===== src/rtl/alu_pkg.sv =====
// Shared definitions for the ALU accumulator sequencer: datapath width, command encoding, FSM states.
package alu_pkg;

    localparam int ALU_WIDTH = 4;

    localparam logic [1:0] OP_ADD   = 2'b00;
    localparam logic [1:0] OP_SUB   = 2'b01;
    localparam logic [1:0] OP_LOAD  = 2'b10;
    localparam logic [1:0] OP_CLEAR = 2'b11;

    typedef enum logic [1:0] {
        IDLE = 2'd0,
        EXEC = 2'd1,
        WB   = 2'd2
    } state_t;

endpackage


===== src/rtl/alu_acc_sequencer.sv =====
// Accumulator sequencer in front of a combinational add/sub ALU.
// ADD/SUB: accept-to-done SETTLE_CYCLES+1 cycles; LOAD/CLEAR: done next cycle. Ready only in IDLE.
module alu_acc_sequencer
    import alu_pkg::*;
#(
    parameter int WIDTH         = ALU_WIDTH,
    parameter int SETTLE_CYCLES = 1
) (
    input  logic             clk,
    input  logic             rst,
    input  logic             cmd_valid,
    output logic             cmd_ready,
    input  logic [1:0]       cmd_op,
    input  logic [WIDTH-1:0] cmd_data,
    output logic [WIDTH-1:0] alu_a,
    output logic [WIDTH-1:0] alu_b,
    output logic             alu_s,
    input  logic [WIDTH-1:0] alu_q,
    input  logic             alu_c,
    output logic [WIDTH-1:0] acc,
    output logic             carry_flag,
    output logic             zero_flag,
    output logic             done
);

    state_t           r_state;
    logic [3:0]       r_cnt;
    logic [WIDTH-1:0] r_acc;
    logic [WIDTH-1:0] r_op_b;
    logic             r_op_s;
    logic             r_carry;
    logic             r_zero;
    logic             r_done;
    logic             r_ready;
    logic             w_accept;

    assign w_accept = cmd_valid && r_ready;

    always_ff @(posedge clk or posedge rst) begin
        if (rst) begin
            r_state <= IDLE;
            r_cnt   <= '0;
            r_acc   <= '0;
            r_op_b  <= '0;
            r_op_s  <= 1'b0;
            r_carry <= 1'b0;
            r_zero  <= 1'b1;
            r_done  <= 1'b0;
            r_ready <= 1'b1;
        end else begin
            r_done <= 1'b0;
            case (r_state)
                IDLE: begin
                    if (w_accept) begin
                        case (cmd_op)
                            OP_ADD, OP_SUB: begin
                                r_op_b  <= cmd_data;
                                r_op_s  <= cmd_op[0];
                                r_cnt   <= 4'(SETTLE_CYCLES - 1);
                                r_state <= EXEC;
                                r_ready <= 1'b0;
                            end
                            OP_LOAD: begin
                                r_acc   <= cmd_data;
                                r_carry <= 1'b0;
                                r_zero  <= (cmd_data == '0);
                                r_done  <= 1'b1;
                            end
                            default: begin
                                r_acc   <= '0;
                                r_carry <= 1'b0;
                                r_zero  <= 1'b1;
                                r_done  <= 1'b1;
                            end
                        endcase
                    end
                end
                EXEC: begin
                    // Operands stay frozen here so the ALU output can settle.
                    if (r_cnt == 4'd0) begin
                        r_state <= WB;
                    end else begin
                        r_cnt <= r_cnt - 4'd1;
                    end
                end
                WB: begin
                    r_acc   <= alu_q;
                    r_carry <= alu_c;
                    r_zero  <= (alu_q == '0);
                    r_done  <= 1'b1;
                    r_state <= IDLE;
                    r_ready <= 1'b1;
                end
                default: begin
                    r_state <= IDLE;
                    r_ready <= 1'b1;
                end
            endcase
        end
    end

    assign cmd_ready  = r_ready;
    assign alu_a      = r_acc;
    assign alu_b      = r_op_b;
    assign alu_s      = r_op_s;
    assign acc        = r_acc;
    assign carry_flag = r_carry;
    assign zero_flag  = r_zero;
    assign done       = r_done;

endmodule


===== config.mk =====
export PLATFORM = sky130hd
export DESIGN_NAME = alu_acc_sequencer
export DESIGN_NICKNAME = d
export VERILOG_FILES = /design/src/rtl/alu_pkg.sv /design/src/rtl/alu_acc_sequencer.sv
export SDC_FILE = /design/constraint.sdc
export NUM_CORES = 1
export LEC_CHECK = 0
export BUFFER_PORTS_ARGS = -buffer_cell sky130_fd_sc_hd__buf_2
export CAP_MARGIN = 0
export CORE_ASPECT_RATIO = 1.2
export CORE_MARGIN = 5
export CORE_UTILIZATION = 25
export DETAILED_ROUTE_END_ITERATION = 10
export GPL_ROUTABILITY_DRIVEN = 0
export PLACE_DENSITY = 0.47
export SYNTH_ARGS = -nofsm -noshare
export SYNTH_HDL_FRONTEND = slang
export SYNTH_SLANG_ARGS = --single-unit

===== constraint.sdc =====
create_clock -name clk -period 3.7 [get_ports clk]
set_clock_uncertainty 0.15 [all_clocks]
set_input_delay 0.185 -clock clk [delete_from_list [all_inputs] [get_ports clk]]
set_output_delay 0.185 -clock clk [all_outputs]
set_load 0.02 [all_outputs]

* Word-level counts from Yosys, hierarchy flattened *
Index checks and enable logic that the tools add are counted.

cells by class
  equality and inequality tests = 9
  multiplexer cells = 23
  reductions and logical operators = 14
  bitwise gates (word level) = 1
  add/subtract/negate cells = 1

operators by type and width
  kind                                               number
  case mux 4 bit (2 select lines)                    3
  2-to-1 mux 4 bit                                   4
  zero test 4 bit                                    3
  AND reduction 3 bit                                4
  case mux 1 bit (2 select lines)                    5
  != test 2 bit (second input constant)              4
  2-to-1 mux 1 bit                                   7
  2-to-1 mux 2 bit                                   3
  == test 2 x 1 -> 1 bit (second input constant)     2
  == test 2 bit (second input constant)              2
  zero test 2 bit                                    2
  case mux 2 bit (2 select lines)                    1
  AND reduction 4 bit                                1
  nonzero test 2 bit                                 2
  subtractor 4 x 1 -> 4 bit (second input constant)  1
  != test 2 x 1 -> 1 bit (second input constant)     1
  OR reduction 2 bit                                 1
  logical AND 1 bit                                  1
  NOT 1 bit                                          1

word-level totals
  register bits = 19
  input bits = 14

* Logic depth before layout (Yosys ltp) *
Gate-level depths: netlist of the first run.

  depth after elaboration = 5
  depth in mapped cells = 6
  depth with buffers taken out = 6

* Worst setup path after synthesis of the first run *
OpenSTA, ideal clock, no wires.

  kind = reg-to-reg
  start point = register r_cnt[0]
  end point = register r_cnt[0]
  arrival time = 1.514 ns
  cell stages (with the launch flop) = 7
  setup slack = 1.953 ns
  required time = 3.467 ns
  cell sequence = dfrtp_1 inv_1 ha_1 or3b_2 a2bb2oi_1 inv_1 o21ai_0

between the ends
  word-level cells in the longest chain between the ends = 3
  elaborated cells between the ends (all ways) = 6
  those cells by class = add/sub (1); eq/ne (1); mux (2); reduce/logical (2)

RTL lines
  element                                                                 RTL line                                          text
  start: declaration                                                      alu_acc_sequencer.sv:27                           logic [3:0] r_cnt;
  start signal: assignment                                                alu_acc_sequencer.sv:59                           r_cnt <= 4'(SETTLE_CYCLES - 1);
  start signal: assignment                                                alu_acc_sequencer.sv:83                           r_cnt <= r_cnt - 4'd1;
  subtractor 4 x 1 -> 4 bit or zero test 4 bit (tied branches)            alu_acc_sequencer.sv:83, alu_acc_sequencer.sv:80
  2-to-1 mux 4 bit or != test 2 bit (tied branches)                       n/a
  case mux 4 bit (2 select lines) or AND reduction 4 bit (tied branches)  n/a

Several ways; a longest one is shown, not always the timed one. The select of a mux whose other input is x is not followed.
A chain may end at the register's enable or synchronous reset.

* Final worst setup path of the first run *
  start point = register r_cnt[0]
  end point = register r_cnt[1]

The elaborated chain is that of the path after synthesis.

==> results of run 1 <==
==> logic make-up (layout without fill, tap and decap cells) <==
group | after synthesis | count (layout) | synth area share [%]
buffers and inverters | 13 | 42 | 7.441
multiplexers | 5 | 5 | 7.833
adder cells (fa/ha/maj) | 2 | 2 | 2.611
XOR/XNOR | 1 | 1 | 0.9140
flip-flops | 19 | 19 | 49.87
AND/OR/NAND/NOR | 27 | 27 | 16.97
AO/OA/AOI/OAI | 21 | 21 | 14.36
==> power by group through the flow <==
| stage | Clock [mW] | Combinational [mW] | Sequential [mW] |
|---|---|---|---|
| after floorplan | 0 | 0.260 | 0.441 |
| after global placement | 0 | 0.439 | 0.368 |
| after detailed placement | 0 | 0.446 | 0.371 |
| after CTS | 0.152 | 0.449 | 0.367 |
| after global routing | 0.164 | 0.479 | 0.380 |
| final | 0.144 | 0.440 | 0.366 |
==> metrics by stage <==
| step | power, mW | area [sq um] |
|---|---|---|
| detailed placement | 0.8166 | 1129 |
| global route | 1.022 | 1184 |
| floorplan | 0.7007 | 958.4 |
| CTS | 0.9681 | 1184 |
| global placement | 0.8077 | 1129 |
| finish | 0.9499 | 1184 |
==> flip-flops by register name, summed over array words and instances, names as in the netlist <==
register	count
acc	4
alu_b	4
r_cnt	4
r_state	2
alu_s	1
carry_flag	1
cmd_ready	1
done	1
zero_flag	1
==> what timing repair did <==
item / in CTS / in global routing
hold buffers: 1 / 0
setup buffers: 0 / 0
endpoints found under the hold margin: 17 / 0
==> metal layers <==
layer	vias up	part of all wire, %
met3	4	7.9
met4	0	1.3
met2	29	50
met5	-	0
li1	371	-
met1	372	41
==> how the worst max path moves through the flow <==
stage / to / slack [ns] / cells past startpoint
final: r_cnt[1] / 1.73 / 6
after global routing: r_cnt[1] / 1.56 / 6
after CTS: r_cnt[1] / 1.71 / 6
after detailed placement: r_cnt[1] / 1.73 / 6
after global placement: r_cnt[0] / 1.84 / 6
after floorplan: r_cnt[0] / 1.95 / 6
==> final cells by class <==
| cell class | instances | area (sq um) | area share (%) |
|---|---|---|---|
| repair buffers | 31 | 160.2 | 13.53 |
| multi-input cells | 56 | 409.1 | 34.57 |
| flip-flops and latches | 19 | 478.0 | 40.38 |
| clock buffers | 4 | 45.04 | 3.805 |
| inverters | 7 | 26.28 | 2.220 |
| well taps | 52 | 65.06 | 5.497 |
==> layout by cell type (no fill, tap or decap) <==
cell type,n
a211o_1,1
a21o_1,1
a21oi_1,5
a2bb2oi_1,1
a311oi_1,1
a31o_2,1
a31oi_1,5
buf_2,30
clkbuf_1,1
clkbuf_8,3
dfrtp_1,17
dfstp_2,2
dlygate4sd3_1,1
ha_1,2
inv_1,7
mux2_4,5
nand2_1,2
nand2b_1,2
nand3_1,7
nand3b_1,1
nor2_1,2
nor2b_1,2
nor3_1,3
nor3b_1,3
nor4b_1,1
o21ai_0,3
o22ai_1,1
o2bb2ai_1,1
o311ai_0,1
or2_1,1
or2b_1,1
or3b_2,1
or3b_4,1
xnor2_1,1
==> impl_results.md, run 1 <==
* Port bufs at 30
* CTS Buffer Depth at 2
* Final min period at 1.972 ns
* Yosys top cell area share at 44.39%
* Hold path cells at 2
* Part of the Yosys area used for sequential elements at 49.87%
* Core box area at 3664 sq um
* Power per Cell Area at 802.6 nW/um^2
* Post-synth top cells: dfrtp_1 (17), inv_1 (7), nand3_1 (7)
* CTS root buf: clkbuf_8
* Antenna Cells at 0
* RSZ-0062 raised after global routing: false
* Combinational Power Share at 46.3%
* Post-DP HPWL at 1.803 mm
* Initial Util at 26.16%
* Syn Inst Count at 88
* Wire per inst at roughly 13 um
* Fin cells at 169
* R2R cell count at 6
* Hold EP: alu_b[3]
* R2R setup slack at around 1.7 ns
* # H-tree levels at 1
* Status: finished, final reports clean
* DRT iter0 DRCs at 44
* CP most frequent cell: inv_1
* Worst r2r src: r_cnt[0]
* Max-Cap Viols at 0
* Switch Pwr at 385.7 uW
* Synth area leaders: dfrtp_1 (44%), mux2_4 (7.8%), dfstp_2 (5.5%)
* CTS sink count at 19
* Area grow syn2layout at 23.50%
* Avg Inst Size Synth at 10.89 sq um
* Fin nets at 134
* Delay-heaviest family, CP: simple AND/OR/NAND/NOR gates
* Ys Warns at 0
* Final core occ at 32.31%
* Element type at the critical path end: register
* # DRC at 0
* Die Y-Extent at a little under 80 um
* Hold Crit Class: primary input to register
* Antenna violations before repair at 0
* First-pass iteration count of the detailed router at 4
* Sequential Power Share at approximately 39%
* Ys async rst share at between 90% and 100%
* Vias in the first global route at 767
* Most frequent cell after synthesis: dfrtp_1
* Final hold violation count at 0
* GR Layer Usage met2 at 15.79%
* Worst Hold Launch: cmd_data[3]
* Worst IR Drop VDD at between 0.2 and 0.25 mV
* Largest net degree at the start of global routing at 20
* CP peak stage delay at 0.49 ns
* Gr busiest metal: met2
* Fraction of final layout cells sized beyond drive strength 1 at roughly 37%
* Met3 GRT Util at 2.746%
* Max-slew violations at 0
* Synth Net Count at 104
* Vias/cell at 4.592
* Worst EP arrival at around 2 ns
* Number of synthesized flops with an enable pin at 0
* Routed Antenna Nets at 0
* Die area at 5177 sq um
* CTS tree: done
* First-pass GRT wire length at 3.629 mm
* Dpl cells at 164
* Slew @ Worst Pin at 0.7359 ns
* CP max FO at 4
* Post-Syn Area at approximately 960 sq um
* Largest area contributor in the synthesized netlist: dfrtp_1
* Gr ovfl total at 0
* Die Span X at 66.52 um
* Max stage delay cell, worst path: or3b_2
* FP Rows at 24
* Most used DFF post-synth: dfrtp_1
* Int Pwr at 564.2 uW
* Min Hold Slack at 0.03880 ns
* CTS Buf Count at 3
* Distinct cells, synth at 33
* CP Cell Sequence: inv_1, ha_1, or3b_2, a2bb2oi_1, inv_1, o22ai_1
* Pre-CTS setup slack at 1.732 ns
* # fillers at 400
* Setup crit start: r_cnt[0]
* Register bit count reported by yosys at 19
* LEAKAGE at 0.5759 nW
* Worst-path clk slew at 0.07 ns
* Critical path type: register to register
* Rel. slew slack at 50.88%
* Clk_lat worst skew at 0.25 ns
* Final WS setup at 1.728 ns
* Startpoint types: register
* RR Endpoint: r_cnt[1]
* WP data required at 3.72 ns
* Switching share of power at 40.60%
* DRT Wirelength at 2.267 mm
* Ports at 31
* WP buf/inv at 2
* Setup_tns at 0 ns
* Achievable Freq at slightly above 0.5 GHz
* Clock share of power at between 10% and 20%
* Total GRT Usage at 9.168%
* DR vias at around 780
* Final setup vio count at 0
* Period utilization at 53.31%
* Resized Gates After CTS at 0
* GR Util met1 at 10.38%
No activity file was read; power rests on OpenSTA's default activity.
==> inputs of run 2 (changes only) <==
--- a/config.mk
+++ b/config.mk
@@ -12,7 +12,7 @@
 export CORE_UTILIZATION = 25
 export DETAILED_ROUTE_END_ITERATION = 10
 export GPL_ROUTABILITY_DRIVEN = 0
-export PLACE_DENSITY = 0.47
+export PLACE_DENSITY = 0.49
 export SYNTH_ARGS = -nofsm -noshare
 export SYNTH_HDL_FRONTEND = slang
 export SYNTH_SLANG_ARGS = --single-unit
==> constraint.sdc (replaced) <==
create_clock -name clk -period 1.8 [get_ports clk]
set_clock_uncertainty 0.15 [all_clocks]
set_input_delay 0.09 -clock clk [delete_from_list [all_inputs] [get_ports clk]]
set_output_delay 0.09 -clock clk [all_outputs]
set_load 0.02 [all_outputs]
==> run 2 against run 1 <==
Cell area rose by 13%. Flip-flop and latch count stayed put. Maximum frequency is 13% higher. Core utilization rose by 4.3 points. Die area unchanged.
==> impl_results.md, run 2 (same netlist as run 1, synthesis figures left out) <==
* Die Y-Extent at 77.83 um (unchanged)
* DRT iter0 DRCs at 46 (+4.5%)
* Antenna violations before repair at 0 (unchanged)
* Element type at the critical path end: register
* CP peak stage delay at 0.40 ns (-0.09 ns)
* RR Endpoint: alu_b[1]
* Fin cells at 185 (+9.5%)
* Final setup vio count at 0 (unchanged)
* GR Util met1 at 10.40% (+0.018 points)
* Final min period at 1.738 ns (-0.2345 ns)
* RSZ-0062 raised after global routing: false
* Worst IR Drop VDD at 0.6194 mV (+190%)
* Core box area at 3664 sq um (unchanged)
* Setup_tns at 0 ns (unchanged)
* Most frequent cells in the layout: buf_2 (30), dfrtp_1 (17), dlygate4sd3_1 (11), nand3_1 (7), buf_4 (6)
* Antenna Cells at 0 (unchanged)
* CP Cell Sequence: or3b_4, or2_1, mux2_4
* CTS root buf: clkbuf_8
* R2R setup slack at 0.06 ns (-1.67 ns)
* WP data required at 1.80 ns (-1.92 ns)
* DR vias at 838 (+8.0%)
* Ports at 31 (unchanged)
* Gr busiest metal: met2
* Final hold violation count at 0 (unchanged)
* Die area at 5177 sq um (unchanged)
* Largest net degree at the start of global routing at 20 (unchanged)
* Achievable Freq at 0.5754 GHz (+13%)
* Gr ovfl total at 0 (unchanged)
* CP max FO at 5 (+1)
* Tot Pwr at 2.074 mW (+120%)
* Period utilization at 96.54% (+43 points)
* Max stage delay cell, worst path: or3b_4
* Vias in the first global route at 861 (+12%)
* CP endpoint: alu_b[1]
* Die Span X at 66.52 um (unchanged)
* CTS sink count at 19 (unchanged)
* FP Rows at 24 (unchanged)
* Worst-path clk slew at 0.07 ns (about the same)
* # DRC at 0 (unchanged)
* Hold Crit Class: primary input to register
* Post-DP HPWL at 1.772 mm (-1.7%)
* # H-tree levels at 1 (unchanged)
* Worst r2r src: r_state[0]
* Worst EP arrival at 1.74 ns (-0.25 ns)
* Critical path type: register to register
* Rel. slew slack at 51.37% (+0.49 points)
* Initial Util at 26.16% (unchanged)
* Area grow syn2layout at 39.82%
* CTS Buf Count at 3 (unchanged)
* First-pass iteration count of the detailed router at 4 (unchanged)
* Setup crit start: r_state[0]
* Total GRT Usage at 9.467% (+0.30 points)
* CTS Buffer Depth at 2 (unchanged)
* First-pass GRT wire length at 3.815 mm (+5.1%)
* Status: finished, final reports clean
* Startpoint types: register
* GR Layer Usage met2 at 16.88% (+1.1 points)
* Max-Cap Viols at 0 (unchanged)
* Routed Antenna Nets at 0 (unchanged)
* CTS tree: done
* Port bufs at 30 (unchanged)
* R2R cell count at 3 (-3)
* Max-slew violations at 0 (unchanged)
* Dpl cells at 169 (+3.0%)
* LEAKAGE at 0.6488 nW (+13%)
* Clk_lat worst skew at 0.26 ns (about the same)
* Fraction of final layout cells sized beyond drive strength 1 at 40.60% (+3.8 points)
* Most common cell after layout, fill and taps aside: buf_2
* Power per Cell Area at 1547 nW/um^2 (+93%)
* Fin nets at 150 (+12%)
* Slew @ Worst Pin at 0.7286 ns (-0.007286 ns)
* Vias/cell at 4.530 (-1.3%)
* DRT Wirelength at 2.350 mm (+3.7%)
* Met3 GRT Util at 3.179% (+0.43 points)
* Wire per inst at 12.70 um (-5.3%)
-- run 2: power by group --
part | internal, mW | switching, mW
sequential | 0.623 | 0.119
clock | 0.154 | 0.148
combinational | 0.467 | 0.563
total | 1.24 | 0.829
-- run 2: cell type report --
cell class	count	area, sq um
Clock buffer	3	41.29
Clock inverter	1	5.005
Inverter	7	26.28
Timing Repair Buffer	47	305.3
Multi-Input combinational cell	56	419.2
Fill cell	391	2323
Sequential cell	19	478.0
Tap cell	52	65.06
-- run 2: how the worst min path moves through the flow --
stage               from       end  cells after the start
3_5_place_dp         rst  r_cnt[2]                      2
2_1_floorplan        rst    acc[0]                      1
6_report       cmd_op[1]    acc[3]                      3
4_1_cts        cmd_op[1]    acc[3]                      3
5_1_grt        cmd_op[1]    acc[3]                      3
3_3_place_gp         rst  r_cnt[2]                      2
-- run 2: metal layers --
layer	up-vias	part of all wire, %
met2	27	50
li1	407	-
met1	400	42
met5	-	0
met4	0	1.0
met3	4	7.7
-- run 2: what timing repair did --
| action | in CTS | in global routing |
|---|---|---|
| setup endpoints to repair | 1 | 4 |
| hold endpoints to repair | 27 | 0 |
| resized for setup | 2 | 3 |
| pin swaps | 0 | 1 |
| hold buffers | 11 | 0 |
| buffers inserted | 0 | 1 |
-- run 2: critical path, delay by kind of cell, from the launching register on --
family        cells  cell delay (ns)
simple gates      2             0.76
flops             1             0.38
mux               1             0.33
-- run 2: metrics by stage --
step / hold WS (ns) / worst slack (ns) / util (%) / cell area [sq um]
3_3_place_gp: 0.09002 / -0.03619 / 31.83 / 1166
2_1_floorplan: -0.1104 / 0.05329 / - / 958.4
5_1_grt: 0.08623 / 0.01126 / 36.58 / 1340
4_1_cts: 0.05862 / 0.03825 / 36.27 / 1329
3_5_place_dp: 0.1055 / -0.05503 / 31.83 / 1166
6_report: 0.06398 / 0.06219 / 36.58 / 1340
==> inputs of run 3 (changes only) <==
--- a/config.mk
+++ b/config.mk
@@ -7,7 +7,6 @@
 export LEC_CHECK = 0
 export BUFFER_PORTS_ARGS = -buffer_cell sky130_fd_sc_hd__buf_2
 export CAP_MARGIN = 0
-export CORE_ASPECT_RATIO = 1.2
 export CORE_MARGIN = 5
 export CORE_UTILIZATION = 25
 export DETAILED_ROUTE_END_ITERATION = 10
==> constraint.sdc (replaced) <==
create_clock -name clk -period 1.4 [get_ports clk]
set_clock_uncertainty 0.15 [all_clocks]
set_input_delay 0.07 -clock clk [delete_from_list [all_inputs] [get_ports clk]]
set_output_delay 0.07 -clock clk [all_outputs]
set_load 0.02 [all_outputs]
==> run 3 against run 2 <==
The flow now finishes with violations (setup timing). Clock power increased by 28%. Register-to-register slack worse by 0.28 ns. Die area about the same. Worst setup slack lost 0.28 ns. Global-route usage is 0.19 points higher. Critical endpoint is now alu_s.
==> impl_results.md, run 3 (same netlist as run 1, synthesis figures left out) <==
* Fin nets at 164 (+9.3%)
* Most common cell after layout, fill and taps aside: buf_2
* Antenna Cells at 0 (unchanged)
* Dpl cells at 178 (+5.3%)
* Footprint of the multi-input gates at 526.8 sq um (+26%)
* Fraction of final layout cells sized beyond drive strength 1 at 57.14% (+17 points)
* Power per Cell Area at 1951 nW/um^2 (+26%)
* Worst IR Drop VDD at 0.8872 mV (+43%)
* Core box area at 3689 sq um (+0.68%)
* Vias/cell at 4.487 (-0.94%)
* Post-DP HPWL at 1.771 mm (about the same)
* Die Y-Extent at 71.92 um (-7.6%)
* Area grow syn2layout at 62.66%
* RSZ-0062 raised after global routing: true
* Port bufs at 30 (unchanged)
* Finished Cell Area at 1559 sq um (+16%)
* Clk_lat worst skew at 0.25 ns (about the same)
* Failing checks: setup timing
* CTS Buffer Depth at 2 (unchanged)
* # DRC at 0 (unchanged)
* Critical path type: register to register
* Final WS setup at -0.2142 ns (-0.2764 ns)
* CP max FO at 5 (unchanged)
* Slew @ Worst Pin at 0.4748 ns (-0.2539 ns)
* Total GRT Usage at 9.652% (+0.19 points)
* CTS root buf: clkbuf_8
* Die area at 5172 sq um (about the same)
* Vias in the first global route at 900 (+4.5%)
* Final setup vio count at 11 (+11)
* Max-Cap Viols at 0 (unchanged)
* Die Span X at 71.92 um (+8.1%)
* First-pass GRT wire length at 3.850 mm (+0.92%)
* Ports at 31 (unchanged)
* Status: finished with violations
* Final min period at 1.614 ns (-0.1236 ns)
* WP data required at 1.40 ns (-0.40 ns)
* Final hold violation count at 0 (unchanged)
* CTS Buf Count at 3 (unchanged)
* DR vias at 875 (+4.4%)
* # H-tree levels at 1 (unchanged)
* Initial Util at 25.98% (-0.18 points)
* Seq. cell area at 478.0 sq um (unchanged)
* Max-slew violations at 0 (unchanged)
* Worst EP arrival at 1.61 ns (-0.13 ns)
* Achievable Freq at 0.6195 GHz (+7.7%)
* Most frequent cells in the layout: buf_2 (30), dfrtp_1 (17), buf_4 (17), dlygate4sd3_1 (11), nand3_1 (7)
* CTS tree: done
* Fin cells at 195 (+5.4%)
* Gr ovfl total at 0 (unchanged)
* Routed Antenna Nets at 0 (unchanged)
* DRT Wirelength at 2.469 mm (+5.1%)
* FP Rows at 22 (-8.3%)
* CTS sink count at 19 (unchanged)
* Placed cell area at 1280 sq um (+9.8%)
* Startpoint types: register
* Element type at the critical path end: register
* Largest net degree at the start of global routing at 20 (unchanged)
* Period utilization at 115.3% (+19 points)
* LEAKAGE at 0.7457 nW (+15%)
* First-pass iteration count of the detailed router at 4 (unchanged)
* DRT iter0 DRCs at 35 (-24%)
* # fillers at 372 (-4.9%)
* Hold Crit Class: primary input to register
* Antenna violations before repair at 0 (unchanged)
* Worst-path clk slew at 0.08 ns (about the same)
* Wire per inst at 12.66 um (-0.32%)
* Rel. slew slack at 67.95% (+17 points)
-- run 3: worst paths after layout --
check | start | endpoint | slack [ns] | depth (start not counted)
worst max-delay path | r_state[0] | alu_s | -0.21 | 3
worst min-delay path | cmd_op[1] | cmd_ready | 0.12 | 4
worst max register to register | r_state[0] | alu_s | -0.21 | 3
worst min register to register | carry_flag | carry_flag | 0.34 | 2
max in group asynchronous | rst | cmd_ready | 0.62 | 4
min in group asynchronous | rst | alu_s | 0.21 | 4
-- run 3: worst max-delay path: stages (launching register included) --
cell and delay, ns:
dfrtp_1 0.38, or3b_4 0.39, or2_4 0.28, mux2_4 0.31
-- run 3: timing repair --
action                                  CTS  global route
pin swaps                                 2             8
endpoints found under the setup margin   13            17
buffers inserted                          1             1
cloned                                    0             0
hold buffers                             11             0
resized for setup                        10            15
hold endpoints to repair                 30             0
-- run 3: cell type report --
type                       instances  share of cell area, %
inverter                           7                  1.685
timing repair buffer              61                  27.05
tap                               48                  3.852
clock inverter                     1                 0.3210
multi-input combinational         56                  33.79
clock buffer                       3                  2.648
sequential                        19                  30.66
-- run 3: per-layer routing --
metal  global-route usage, %  wire length, um  vias up
li1                        -                -      433
met1                   10.43             1007      410
met2                   17.55             1260       28
met3                   3.324              179        4
met4                   3.132               21        0
met5                       0                0        -
-- run 3: where the power goes --
group	internal [mW]	total, mW	leakage (nW)	switching [mW]
clock	0.198	0.387	0.0255	0.189
combinational	0.823	1.71	0.484	0.887
sequential	0.801	0.945	0.237	0.144
total	1.82	3.04	0.746	1.22
-- run 3: stage by stage --
stage / worst slack (ns) / total power [mW] / hold WS [ns] / setup TNS (ns) / utilization [%]
6_report: -0.2142 / 3.042 / 0.1192 / -1.920 / 42.27
5_1_grt: -0.2527 / 3.229 / 0.1363 / -2.406 / 42.27
4_1_cts: -0.2099 / 2.951 / 0.1265 / -1.876 / 40.50
3_5_place_dp: -0.2749 / 2.401 / -0.04332 / -2.260 / 34.70
3_3_place_gp: -0.2417 / 2.381 / -0.04810 / -2.086 / 34.70
2_1_floorplan: -0.3033 / 1.904 / -0.1304 / -1.920 / -
